## config.mk

```make
export PLATFORM = sky130hd
export DESIGN_NAME = mem_access_stage
export DESIGN_NICKNAME = d
export VERILOG_FILES = /design/src/rtl/mem_access_stage.sv
export SDC_FILE = /design/constraint.sdc
export NUM_CORES = 1
export LEC_CHECK = 0
export ABC_CLOCK_PERIOD_IN_PS = 13150
export CAP_MARGIN = 20
export CORE_MARGIN = 2
export CORE_UTILIZATION = 40
export DETAILED_ROUTE_END_ITERATION = 7
export PLACE_DENSITY = 0.66
export SLEW_MARGIN = 25
export SYNTH_ARGS = -nofsm -noshare
export SYNTH_HDL_FRONTEND = slang
export SYNTH_SLANG_ARGS = --single-unit
```

## constraint.sdc

```tcl
create_clock -name i_clk -period 13.15 [get_ports i_clk]
set_input_delay 2.63 -clock i_clk [delete_from_list [all_inputs] [get_ports i_clk]]
set_output_delay 2.63 -clock i_clk [all_outputs]
set_load 0.01 [all_outputs]
```

## src/rtl/mem_access_stage.sv

```systemverilog
// RV32I MEM stage: aligns loads and stores onto a valid/ack data port, extends load data,
// and presents one writeback result per instruction. Stalls upstream while an access is pending.
module mem_access_stage #(
    parameter int unsigned TIMEOUT_CYCLES = 255
) (
    input  logic        i_clk,
    input  logic        i_reset,
    input  logic        i_ex_valid,
    input  logic [31:0] i_ex_aluout,
    input  logic [31:0] i_ex_store_data,
    input  logic [4:0]  i_ex_rd,
    input  logic        i_ex_regwrite,
    input  logic        i_ex_memread,
    input  logic        i_ex_memwrite,
    input  logic [2:0]  i_ex_dmtype,
    input  logic        i_ex_link,
    input  logic [31:0] i_ex_pc,
    output logic        o_mem_stall,
    output logic        o_dmem_req,
    output logic        o_dmem_we,
    output logic [31:0] o_dmem_addr,
    output logic [31:0] o_dmem_wdata,
    output logic [3:0]  o_dmem_be,
    input  logic [31:0] i_dmem_rdata,
    input  logic        i_dmem_ack,
    output logic        o_wb_valid,
    output logic        o_wb_regwrite,
    output logic [4:0]  o_wb_rd,
    output logic [31:0] o_wb_data,
    output logic        o_misalign_exc,
    output logic        o_bus_err,
    output logic [31:0] o_fault_addr
);
    localparam int unsigned CW = $clog2(TIMEOUT_CYCLES + 1);

    typedef enum logic {StIdle, StAccess} state_e;

    state_e        r_state;
    logic [CW-1:0] r_cnt;
    logic          r_dmem_req, r_dmem_we;
    logic [31:0]   r_dmem_addr, r_dmem_wdata;
    logic [3:0]    r_dmem_be;
    logic          r_wb_valid, r_wb_regwrite, r_misalign, r_bus_err;
    logic [4:0]    r_wb_rd, r_rd;
    logic [31:0]   r_wb_data, r_fault_addr, r_addr;
    logic          r_regwrite;
    logic [2:0]    r_dmtype;

    logic          w_is_mem, w_misalign, w_regwrite;
    logic [3:0]    w_be;
    logic [31:0]   w_wdata, w_shift, w_load_data;

    assign w_is_mem   = i_ex_memread | i_ex_memwrite;
    assign w_regwrite = i_ex_regwrite & (i_ex_rd != 5'd0);

    always_comb begin
        w_misalign = 1'b0;
        w_be       = 4'b1111;
        w_wdata    = i_ex_store_data;
        case (i_ex_dmtype)
            3'b011, 3'b100: begin
                w_be    = 4'b0001 << i_ex_aluout[1:0];
                w_wdata = {4{i_ex_store_data[7:0]}};
            end
            3'b001, 3'b010: begin
                w_misalign = i_ex_aluout[0];
                w_be       = i_ex_aluout[1] ? 4'b1100 : 4'b0011;
                w_wdata    = {2{i_ex_store_data[15:0]}};
            end
            default: w_misalign = (i_ex_aluout[1:0] != 2'b00);
        endcase
    end

    // Bring the addressed lane(s) down to bit 0, then extend per access type.
    always_comb begin
        w_shift     = i_dmem_rdata >> {r_addr[1:0], 3'b000};
        w_load_data = w_shift;
        case (r_dmtype)
            3'b001:  w_load_data = {{16{w_shift[15]}}, w_shift[15:0]};
            3'b010:  w_load_data = {16'h0000, w_shift[15:0]};
            3'b011:  w_load_data = {{24{w_shift[7]}}, w_shift[7:0]};
            3'b100:  w_load_data = {24'h000000, w_shift[7:0]};
            default: w_load_data = w_shift;
        endcase
    end

    always_ff @(posedge i_clk or posedge i_reset) begin
        if (i_reset) begin
            r_state       <= StIdle;
            r_cnt         <= '0;
            r_dmem_req    <= 1'b0;
            r_dmem_we     <= 1'b0;
            r_dmem_addr   <= 32'h0;
            r_dmem_wdata  <= 32'h0;
            r_dmem_be     <= 4'h0;
            r_wb_valid    <= 1'b0;
            r_wb_regwrite <= 1'b0;
            r_wb_rd       <= 5'd0;
            r_wb_data     <= 32'h0;
            r_misalign    <= 1'b0;
            r_bus_err     <= 1'b0;
            r_fault_addr  <= 32'h0;
            r_rd          <= 5'd0;
            r_regwrite    <= 1'b0;
            r_dmtype      <= 3'b000;
            r_addr        <= 32'h0;
        end else begin
            r_wb_valid    <= 1'b0;
            r_wb_regwrite <= 1'b0;
            r_misalign    <= 1'b0;
            r_bus_err     <= 1'b0;
            case (r_state)
                StIdle: begin
                    if (i_ex_valid) begin
                        r_wb_rd <= i_ex_rd;
                        if (!w_is_mem) begin
                            r_wb_valid    <= 1'b1;
                            r_wb_regwrite <= w_regwrite;
                            r_wb_data     <= i_ex_link ? i_ex_pc + 32'd4 : i_ex_aluout;
                        end else if (w_misalign) begin
                            r_wb_valid   <= 1'b1;
                            r_wb_data    <= 32'h0;
                            r_misalign   <= 1'b1;
                            r_fault_addr <= i_ex_aluout;
                        end else begin
                            r_state      <= StAccess;
                            r_cnt        <= '0;
                            r_dmem_req   <= 1'b1;
                            r_dmem_we    <= i_ex_memwrite;
                            r_dmem_addr  <= {i_ex_aluout[31:2], 2'b00};
                            r_dmem_be    <= i_ex_memwrite ? w_be : 4'b1111;
                            r_dmem_wdata <= i_ex_memwrite ? w_wdata : 32'h0;
                            r_rd         <= i_ex_rd;
                            r_regwrite   <= w_regwrite & ~i_ex_memwrite;
                            r_dmtype     <= i_ex_dmtype;
                            r_addr       <= i_ex_aluout;
                        end
                    end
                end
                StAccess: begin
                    if (i_dmem_ack) begin
                        r_state       <= StIdle;
                        r_dmem_req    <= 1'b0;
                        r_dmem_we     <= 1'b0;
                        r_wb_valid    <= 1'b1;
                        r_wb_rd       <= r_rd;
                        r_wb_regwrite <= r_regwrite;
                        if (!r_dmem_we) r_wb_data <= w_load_data;
                    end else if (r_cnt == CW'(TIMEOUT_CYCLES - 1)) begin
                        r_state      <= StIdle;
                        r_dmem_req   <= 1'b0;
                        r_dmem_we    <= 1'b0;
                        r_bus_err    <= 1'b1;
                        r_fault_addr <= r_addr;
                        r_wb_valid   <= 1'b1;
                        r_wb_rd      <= r_rd;
                        r_wb_data    <= 32'h0;
                    end else begin
                        r_cnt <= r_cnt + 1'b1;
                    end
                end
                default: r_state <= StIdle;
            endcase
        end
    end

    assign o_mem_stall    = (r_state == StAccess);
    assign o_dmem_req     = r_dmem_req;
    assign o_dmem_we      = r_dmem_we;
    assign o_dmem_addr    = r_dmem_addr;
    assign o_dmem_wdata   = r_dmem_wdata;
    assign o_dmem_be      = r_dmem_be;
    assign o_wb_valid     = r_wb_valid;
    assign o_wb_regwrite  = r_wb_regwrite;
    assign o_wb_rd        = r_wb_rd;
    assign o_wb_data      = r_wb_data;
    assign o_misalign_exc = r_misalign;
    assign o_bus_err      = r_bus_err;
    assign o_fault_addr   = r_fault_addr;
endmodule

```

==> impl_metrics.json, run 1 <==
{
  "synth_warnings": 0,
  "track_usage": 0.243,
  "dr_wl_met3_mm": 2.17,
  "ctsResizeCount": 0,
  "cts_tree": "done",
  "ys_ff_latch": 161,
  "setup_viol": 0,
  "powerDensity_nw_per_um2": 162,
  "rows": 55,
  "clock_skew_ns": 0.0110,
  "dpl_worst_slack_ns": 7.24,
  "fin_crit_sh": 0.414,
  "first_pass_iters": 4,
  "synthFlopType": "dfrtp_1",
  "crit_required_ns": 13.40,
  "grt_pass1_wl_mm": 45.7,
  "final_antenna_net_count": 0,
  "top_layer_used": "met5",
  "cp_top_family": "buffers and inverters",
  "portBuffers": 285,
  "wl_per_cell_um": 18.7,
  "period_minus_slack_ns": 5.44,
  "leakagePower_uw": 0.00523,
  "grt_pass1_vias": 8052,
  "antenna_found_initial": 7,
  "fmax_mhz": 184,
  "syn_inst": 1088,
  "gp_congestion": 0.875,
  "relSlewSlack": 0.350,
  "wirelength_mm": 29.9,
  "synth-edff-count": 0,
  "final_common_cell": "clkdlybuf4s50_1",
  "worst_slew_pin_slew_ns": 0.975,
  "setup_tns_ns": 0,
  "dp.cells": 1563,
  "holdCritPathClass": "register to register",
  "cts_setup_buffers": 0,
  "final_cells": 1598,
  "drv_slew": 0,
  "cts.clk_slew.worst_paths_ns": 0.07,
  "ctsHtreeMaxLevel": 4,
  "crit_path_end_kind": "register",
  "die_w_um": 156,
  "hold_violations": 0,
  "drive_gt1_frac": 0.0695,
  "die_area_sq_um": 24300,
  "wl_met1_mm": 12.5,
  "final_cell_mix": "284 x clkdlybuf4s50_1, 231 x nand2_1, 160 x dfrtp_1, 134 x nor2_1, 76 x a21oi_1",
  "postCtsHoldBufs": 0,
  "insertion_delay_ns": 0.42,
  "design.core.area_sq_um": 22600,
  "vias": 8419,
  "max_stage_delay_ns": 0.91,
  "synth.avg_cell_area_sq_um": 8.49,
  "path_max_fanout": 105,
  "cap_violations": 0,
  "netlist_area_sq_um": 9240,
  "crit_type": "input port to register",
  "fin_ws_ns": 7.71,
  "area_growth_pct": 36.7,
  "gr-total-overflow": 0,
  "dpl.hpwl_mm": 22.2,
  "worstPathArrival_ns": 5.69,
  "cts_buffers": 17,
  "start_kind": "input port",
  "timing.critical_path.buf_inv": 2,
  "yosysUniqueCellTypes": 58,
  "clockRootBuffer": "clkbuf_16",
  "slowest_stage": "clkdlybuf4s50_1",
  "drt_iter0_markers": 569,
  "ir_drop_mv": 0.0812,
  "clock_sinks": 161,
  "wl_met2_mm": 14.5,
  "die_h_um": 156,
  "io_pins": 288,
  "grt_max_degree": 106,
  "synth_async_sr_flop_share": 1.00,
  "ys_seq_area_frac": 0.436,
  "via_per_inst": 5.27,
  "route.detailed.drc": 0,
  "clk_path_buf_depth": 2,
  "rsz0062_at_grt": "no",
  "initial_utilization": 0.408,
  "cp_cell_sequence": "clkdlybuf4s50_1, or3b_1, o21ai_2, o221ai_4, buf_4, o21ai_0",
  "status": "finished clean",
  "layout.nets": 1444
}
cell families (layout without fill, tap and decap cells):
kind of cell	after synthesis	in the layout	share of synthesized area
flops	161	161	0.436
buf+inv	113	333	0.0654
compound gates	250	250	0.173
fa+ha+maj	3	3	0.00406
other cells	1	6	0.000406
mux	73	73	0.0815
simple gates	452	452	0.206
xor+xnor	35	35	0.0332
final cells by class:
| cell class | instances | area, sq um |
|---|---|---|
| Clock inverter | 12 | 156 |
| Inverter | 7 | 31.3 |
| Fill cell | 2072 | 10000 |
| Antenna cell | 4 | 10.0 |
| Multi-Input combinational cell | 815 | 4670 |
| Clock buffer | 19 | 443 |
| Tap cell | 285 | 357 |
| Sequential cell | 161 | 4030 |
| Timing Repair Buffer | 295 | 2940 |
routing by layer:
metal,GRT usage,vias to the layer above
met5,0,-
li1,-,4133
met3,0.0706,33
met4,0.0769,2
met2,0.406,273
met1,0.304,3978
power breakdown:
| part | internal [uW] | total (uW) | switching (uW) |
|---|---|---|---|
| Combinational | 403 | 787 | 385 |
| Clock | 304 | 514 | 209 |
| Sequential | 639 | 742 | 104 |
| Total | 1350 | 2040 | 698 |
worst reg2reg max path, stage by stage, from the launching register on:
cell     delay (ns)
dfrtp_2        0.36
buf_4          0.61
and2_1         0.72
o21ai_0        0.24
nor3_2         0.84
nand2_1        0.29
a31oi_1        0.24
registers in the layout, summed over array words and instances (netlist names):
name / flops
r_regwrite: 1
o_wb_valid: 1
o_wb_data: 32
o_dmem_req: 1
r_rd: 5
o_mem_stall: 1
o_fault_addr: 32
o_wb_rd: 5
o_misalign_exc: 1
o_dmem_we: 1
r_cnt: 8
o_dmem_wdata: 32
o_wb_regwrite: 1
r_addr: 32
o_bus_err: 1
o_dmem_be: 4
r_dmtype: 3
final timing paths:
| check | startpoint | to | slack, ns | cells after the start |
|---|---|---|---|---|
| worst max-delay path | i_ex_dmtype[1] | o_dmem_wdata[19] | 7.71 | 6 |
| worst min-delay path | o_dmem_be[1] | o_dmem_be[1] | 0.48 | 2 |
| worst max register to register | o_mem_stall | o_wb_data[23] | 9.77 | 6 |
| worst min register to register | o_dmem_be[1] | o_dmem_be[1] | 0.48 | 2 |
| max in group asynchronous | i_reset | r_addr[30] | 8.95 | 3 |
| min in group asynchronous | i_reset | o_fault_addr[4] | 2.79 | 2 |
synth_stat cells, drive strengths merged (5+ instances only):
master	instances	area share
nand2	231	0.094
nor3	11	0.0065
clkbuf	49	0.020
a31oi	10	0.0068
mux2i	64	0.069
xor2	18	0.017
nand3	19	0.010
a211oi	10	0.0081
and4	6	0.0057
o21ai	67	0.037
o221ai	9	0.0085
mux2	8	0.0098
xnor2	17	0.016
nand2b	6	0.0041
inv	7	0.0028
nor2b	10	0.0068
a21oi	105	0.069
a211o	5	0.0047
nand4	10	0.0068
o31ai	18	0.015
buf	57	0.043
dfrtp	161	0.44
nor4	9	0.0061
nor2	135	0.055
metrics by stage:
step,hold slack [ns],utilization,total power (uW),instance area [sq um]
final,0.479,0.558,2040,12600
after detailed placement,0.463,0.531,1540,12000
after global routing,0.498,0.558,2160,12600
after global placement,0.455,0.529,1530,12000
after CTS,0.479,0.557,2060,12600
after floorplan,0.445,-,1150,9240
Power figures use the tool's default switching activity.
==> run 2, diff against run 1 <==
- ABC_CLOCK_PERIOD_IN_PS: 13150 -> 4500
- PLACE_DENSITY: 0.66 -> 0.69
- clock period: 13.15 -> 4.5 ns (I/O delays scaled with it)
==> run 2 against run 1 <==
Against the previous run: sequential power grew to 2.9 times the previous value; hold slack worse by 0.0079 ns; global-route usage grew 0.27 points; non-clock buffer count rose by 9; first-iteration DRC count is 1.8% higher; register-to-register slack lost 7.9 ns; power grew to 2.9 times the previous value; die area is the same; setup slack lost 6.3 ns.
==> impl_metrics.json, run 2 (same netlist as run 1, synthesis figures left out) <==
{
  "clk_path_buf_depth": 2,
  "drv_slew": 0,
  "die_area_sq_um": 24300,
  "period_minus_slack_ns": 3.14,
  "gp_congestion": 0.939,
  "via_per_inst": 5.34,
  "final_cells": 1606,
  "die_h_um": 156,
  "hold_ws_ns": 0.471,
  "crit_path_end_kind": "register",
  "gr-total-overflow": 0,
  "worstHoldStart": "o_dmem_be[1]",
  "hold_violations": 0,
  "drt_iter0_markers": 579,
  "ctsResizeCount": 0,
  "cts_tree": "done",
  "relSlewSlack": 0.323,
  "portBuffers": 285,
  "rsz0062_at_grt": "no",
  "grt_pass1_wl_mm": 46.2,
  "clock_skew_ns": 0.0125,
  "die_w_um": 156,
  "route.detailed.drc": 0,
  "insertion_delay_ns": 0.43,
  "setup_tns_ns": 0,
  "antenna_found_initial": 5,
  "dpl.hpwl_mm": 22.4,
  "dp.cells": 1572,
  "r2r-end": "o_wb_data[23]",
  "cts_setup_buffers": 0,
  "r2r_start": "r_addr[1]",
  "crit_type": "input port to register",
  "r2r_slack_ns": 1.87,
  "status": "finished clean",
  "initial_utilization": 0.408,
  "crit_required_ns": 4.84,
  "clockRootBuffer": "clkbuf_16",
  "final_antenna_net_count": 0,
  "start_kind": "input port",
  "cts_buffers": 17,
  "total_power_uw": 5970,
  "design.core.area_sq_um": 22600,
  "fmax_mhz": 319,
  "drive_gt1_frac": 0.0766,
  "fin_crit_sh": 0.698,
  "ir_drop_mv": 0.223,
  "worstRegToRegCells": 6,
  "worstPathArrival_ns": 3.48,
  "wirelength_mm": 29.9,
  "cap_violations": 0,
  "worst_slew_pin_slew_ns": 1.01,
  "wl_per_cell_um": 18.6,
  "endpoint": "o_wb_data[22]",
  "fillerInstances": 2056,
  "grt_pass1_vias": 8207,
  "leakagePower_uw": 0.00528,
  "cp_cell_sequence": "clkdlybuf4s50_1, buf_4, or3b_1, o21ai_2, or2_1, a21oi_4, buf_4, nor2_1, a31oi_1",
  "io_pins": 288,
  "ctsHtreeMaxLevel": 4,
  "setup_viol": 0,
  "final_common_cell": "clkdlybuf4s50_1",
  "vias": 8581,
  "critPathMostFrequentCell": "buf_4",
  "powerDensity_nw_per_um2": 469,
  "area_growth_pct": 37.7,
  "rows": 55,
  "cp-startpoint": "i_ex_dmtype[1]",
  "track_usage": 0.246,
  "cts.clk_slew.worst_paths_ns": 0.07,
  "path_max_fanout": 22,
  "slowest_stage": "a21oi_4",
  "max_stage_delay_ns": 0.53,
  "layout.nets": 1453,
  "first_pass_iters": 5,
  "grt_max_degree": 102,
  "final_cell_mix": "284 x clkdlybuf4s50_1, 231 x nand2_1, 160 x dfrtp_1, 134 x nor2_1, 76 x a21oi_1",
  "postCtsHoldBufs": 0,
  "clock_sinks": 161,
  "holdCritPathClass": "register to register"
}
==> run 2: per-layer routing <==
layer,track usage,wire [um],vias to the layer above
met2,0.403,14300,303
met3,0.0681,2300,52
met5,0,34,-
li1,-,-,4146
met4,0.0939,873,4
met1,0.309,12400,4076
==> run 2: final cells by class <==
class | count | area (sq um) | share of cell area
diodes | 2 | 5.00 | 0.000393
clock buffers | 17 | 425 | 0.0334
clock inverters | 15 | 170 | 0.0134
inverters | 7 | 30.0 | 0.00236
multi-input cells | 815 | 4650 | 0.366
flip-flops and latches | 161 | 4030 | 0.317
well taps | 285 | 357 | 0.0280
repair buffers | 304 | 3050 | 0.240
==> run 2: through the flow <==
step                      area (sq um)  worst slack (ns)   util
final                            12700              1.36  0.562
after global routing             12700              1.15  0.562
after CTS                        12700              1.38  0.562
after detailed placement         12100             0.916  0.535
after global placement           12100             0.987  0.535
after floorplan                   9250              1.56      -
==> run 2: critical path, delay by kind of cell <==
family | cells | cell delay (ns)
AO/OA/AOI/OAI | 3 | 0.82
buffers and inverters | 3 | 0.99
AND/OR/NAND/NOR | 3 | 0.75
==> run 2: worst min-delay path by stage <==
stage	to	slack [ns]	cells past startpoint
after floorplan	r_rd[0]	0.45	2
after global placement	o_dmem_be[1]	0.46	2
after detailed placement	r_rd[1]	0.46	2
after CTS	o_dmem_be[1]	0.48	2
after global routing	o_dmem_be[1]	0.50	2
final	o_dmem_be[1]	0.47	2
==> run 2: power breakdown <==
group	leakage, uW	internal [uW]	switching (uW)	total [uW]
Sequential	0.00197	1860	320	2180
Clock	0.000287	836	657	1490
Combinational	0.00302	1190	1100	2290
==> run 3, diff against run 2 <==
- ABC_CLOCK_PERIOD_IN_PS: 4500 -> 2880
- clock period: 4.5 -> 2.88 ns (I/O delays scaled with it)
==> run 3 against run 2 <==
Against the previous run: power grew 58%; highest routed layer unchanged; critical path type is now register to register; combinational power is 60% higher; register-to-register slack got worse by 1.3 ns; largest cell class unchanged; largest power group unchanged; clock-buffer cell count is 2 higher; hold slack gained 0.0080 ns; setup slack lost 0.83 ns; flip-flop and latch count did not move; global-route usage increased by 0.15 points; design area grew 1.9%; die area unchanged; via count is 0.47% higher; cell count grew 1.4%.
==> impl_metrics.json, run 3 (same netlist as run 1, synthesis figures left out) <==
{
  "leakagePower_uw": 0.00542,
  "track_usage": 0.247,
  "pwr-share-clk": 0.254,
  "path_max_fanout": 32,
  "die_w_um": 156,
  "crit_path_end_kind": "register",
  "cp_cell_sequence": "buf_4, mux4_2, nor2b_1, nor3_2, a22o_1, o22a_1",
  "powerDensity_nw_per_um2": 729,
  "dp.cells": 1596,
  "route.detailed.drc": 0,
  "drv_slew": 0,
  "relSlewSlack": 0.401,
  "grt_pass1_wl_mm": 46.7,
  "vias": 8621,
  "dpl.hpwl_mm": 22.7,
  "pwr-share-seq": 0.359,
  "gp_congestion": 0.931,
  "clk_path_buf_depth": 2,
  "slowest_stage": "nor3_2",
  "initial_utilization": 0.408,
  "clock_sinks": 161,
  "cts_tree": "done",
  "swShare": 0.341,
  "clock_skew_ns": 0.0111,
  "wl_per_cell_um": 18.4,
  "worst_slew_pin_slew_ns": 0.894,
  "rows": 55,
  "fin_crit_sh": 0.816,
  "cts.clk_slew.worst_paths_ns": 0.06,
  "gr-total-overflow": 0,
  "ctsHtreeMaxLevel": 4,
  "final_cell_mix": "284 x clkdlybuf4s50_1, 231 x nand2_1, 160 x dfrtp_1, 134 x nor2_1, 76 x a21oi_1",
  "layout.nets": 1477,
  "fillerInstances": 2026,
  "drt_iter0_markers": 517,
  "combPwrFrac": 0.387,
  "multi_input_area_sq_um": 4650,
  "fmax_mhz": 426,
  "power_switching_uw": 3220,
  "r2r-end": "o_wb_data[19]",
  "worstHoldStart": "o_dmem_wdata[29]",
  "io_pins": 288,
  "crit_type": "register to register",
  "timing.critical_path.buf_inv": 1,
  "ir_drop_mv": 0.336,
  "hold_violations": 0,
  "cap_violations": 0,
  "die_h_um": 156,
  "r2r_slack_ns": 0.53,
  "total_power_uw": 9460,
  "first_pass_iters": 5,
  "setup_tns_ns": 0,
  "final_common_cell": "clkdlybuf4s50_1",
  "period_minus_slack_ns": 2.35,
  "via_per_inst": 5.29,
  "whs_endpoint": "o_dmem_wdata[29]",
  "antenna_found_initial": 5,
  "status": "finished clean",
  "clockRootBuffer": "clkbuf_16",
  "max_stage_delay_ns": 0.67,
  "portBuffers": 285,
  "r2r_start": "r_addr[1]",
  "grt_pass1_vias": 8362,
  "final_util": 0.573,
  "rsz0062_at_grt": "no",
  "crit_required_ns": 3.24,
  "design.core.area_sq_um": 22600,
  "worstRegToRegCells": 6,
  "cp_top_family": "simple AND/OR/NAND/NOR gates",
  "hold_path_depth": 2,
  "final_antenna_net_count": 0,
  "postCtsHoldBufs": 0,
  "cts_buffers": 17,
  "holdCritPathClass": "register to register",
  "worstPathArrival_ns": 2.71,
  "cts_setup_buffers": 0,
  "final_cells": 1629,
  "grt_max_degree": 105,
  "wirelength_mm": 30.0,
  "design_area_sq_um": 13000,
  "die_area_sq_um": 24300,
  "p_int_uw": 6230,
  "drive_gt1_frac": 0.0923,
  "postPlaceCellArea_sq_um": 12300,
  "area_growth_pct": 40.3,
  "start_kind": "register",
  "ctsResizeCount": 0,
  "ff_latch_area_sq_um": 4030,
  "setup_viol": 0,
  "insertion_delay_ns": 0.43
}
run 3: changes by cell type in the layout (fill, tap and decap cells not counted), moves of 2 or more:
cell      before  now
buf_12         5    8
buf_4         14   35
clkinv_2       2    0
clkinv_4       0    4
inv_6          5    3
inv_8          3    1
run 3: worst max-delay path by stage:
stage	slack (ns)	depth (start not counted)	start	endpoint
2_1_floorplan	0.26	1	i_reset	o_bus_err
3_3_place_gp	0.14	7	i_ex_pc[4]	o_wb_data[25]
3_5_place_dp	0.13	8	i_ex_dmtype[1]	o_fault_addr[16]
4_1_cts	0.52	6	r_addr[1]	o_wb_data[19]
5_1_grt	0.27	6	r_addr[1]	o_wb_data[22]
6_report	0.53	6	r_addr[1]	o_wb_data[19]
run 3: cell type report:
cell class / count / area share
diodes: 1 / 0.000193
clock buffers: 19 / 0.0342
clock inverters: 13 / 0.0137
inverters: 7 / 0.00232
multi-input cells: 815 / 0.359
flip-flops and latches: 161 / 0.311
well taps: 285 / 0.0275
repair buffers: 328 / 0.252
run 3: worst reg2reg max path: stages, from the launching register on:
cell and delay, ns:
dfrtp_1 0.46, buf_4 0.38, mux4_2 0.30, nor2b_1 0.06
nor3_2 0.67, a22o_1 0.27, o22a_1 0.14
run 3: per-layer routing:
metal / part of all wire / up-vias / track usage
met4: 0.023 / 4 / 0.0760
met2: 0.49 / 315 / 0.416
met5: 0.00077 / - / 0
met3: 0.080 / 46 / 0.0764
li1: - / 4192 / -
met1: 0.41 / 4064 / 0.305
run 3: per-stage QoR:
step	worst slack, ns	hold WS [ns]
floorplan	0.261	0.445
global placement	0.141	0.458
detailed placement	0.126	0.469
CTS	0.515	0.484
global route	0.268	0.498
finish	0.530	0.479
run 3: power groups by stage:
stage	Sequential (uW)	Combinational (uW)	Clock, uW
finish	3390	3660	2410
global route	3490	3990	2570
CTS	3400	3690	2450
detailed placement	3440	3670	0
global placement	3420	3620	0
floorplan	3540	1700	0
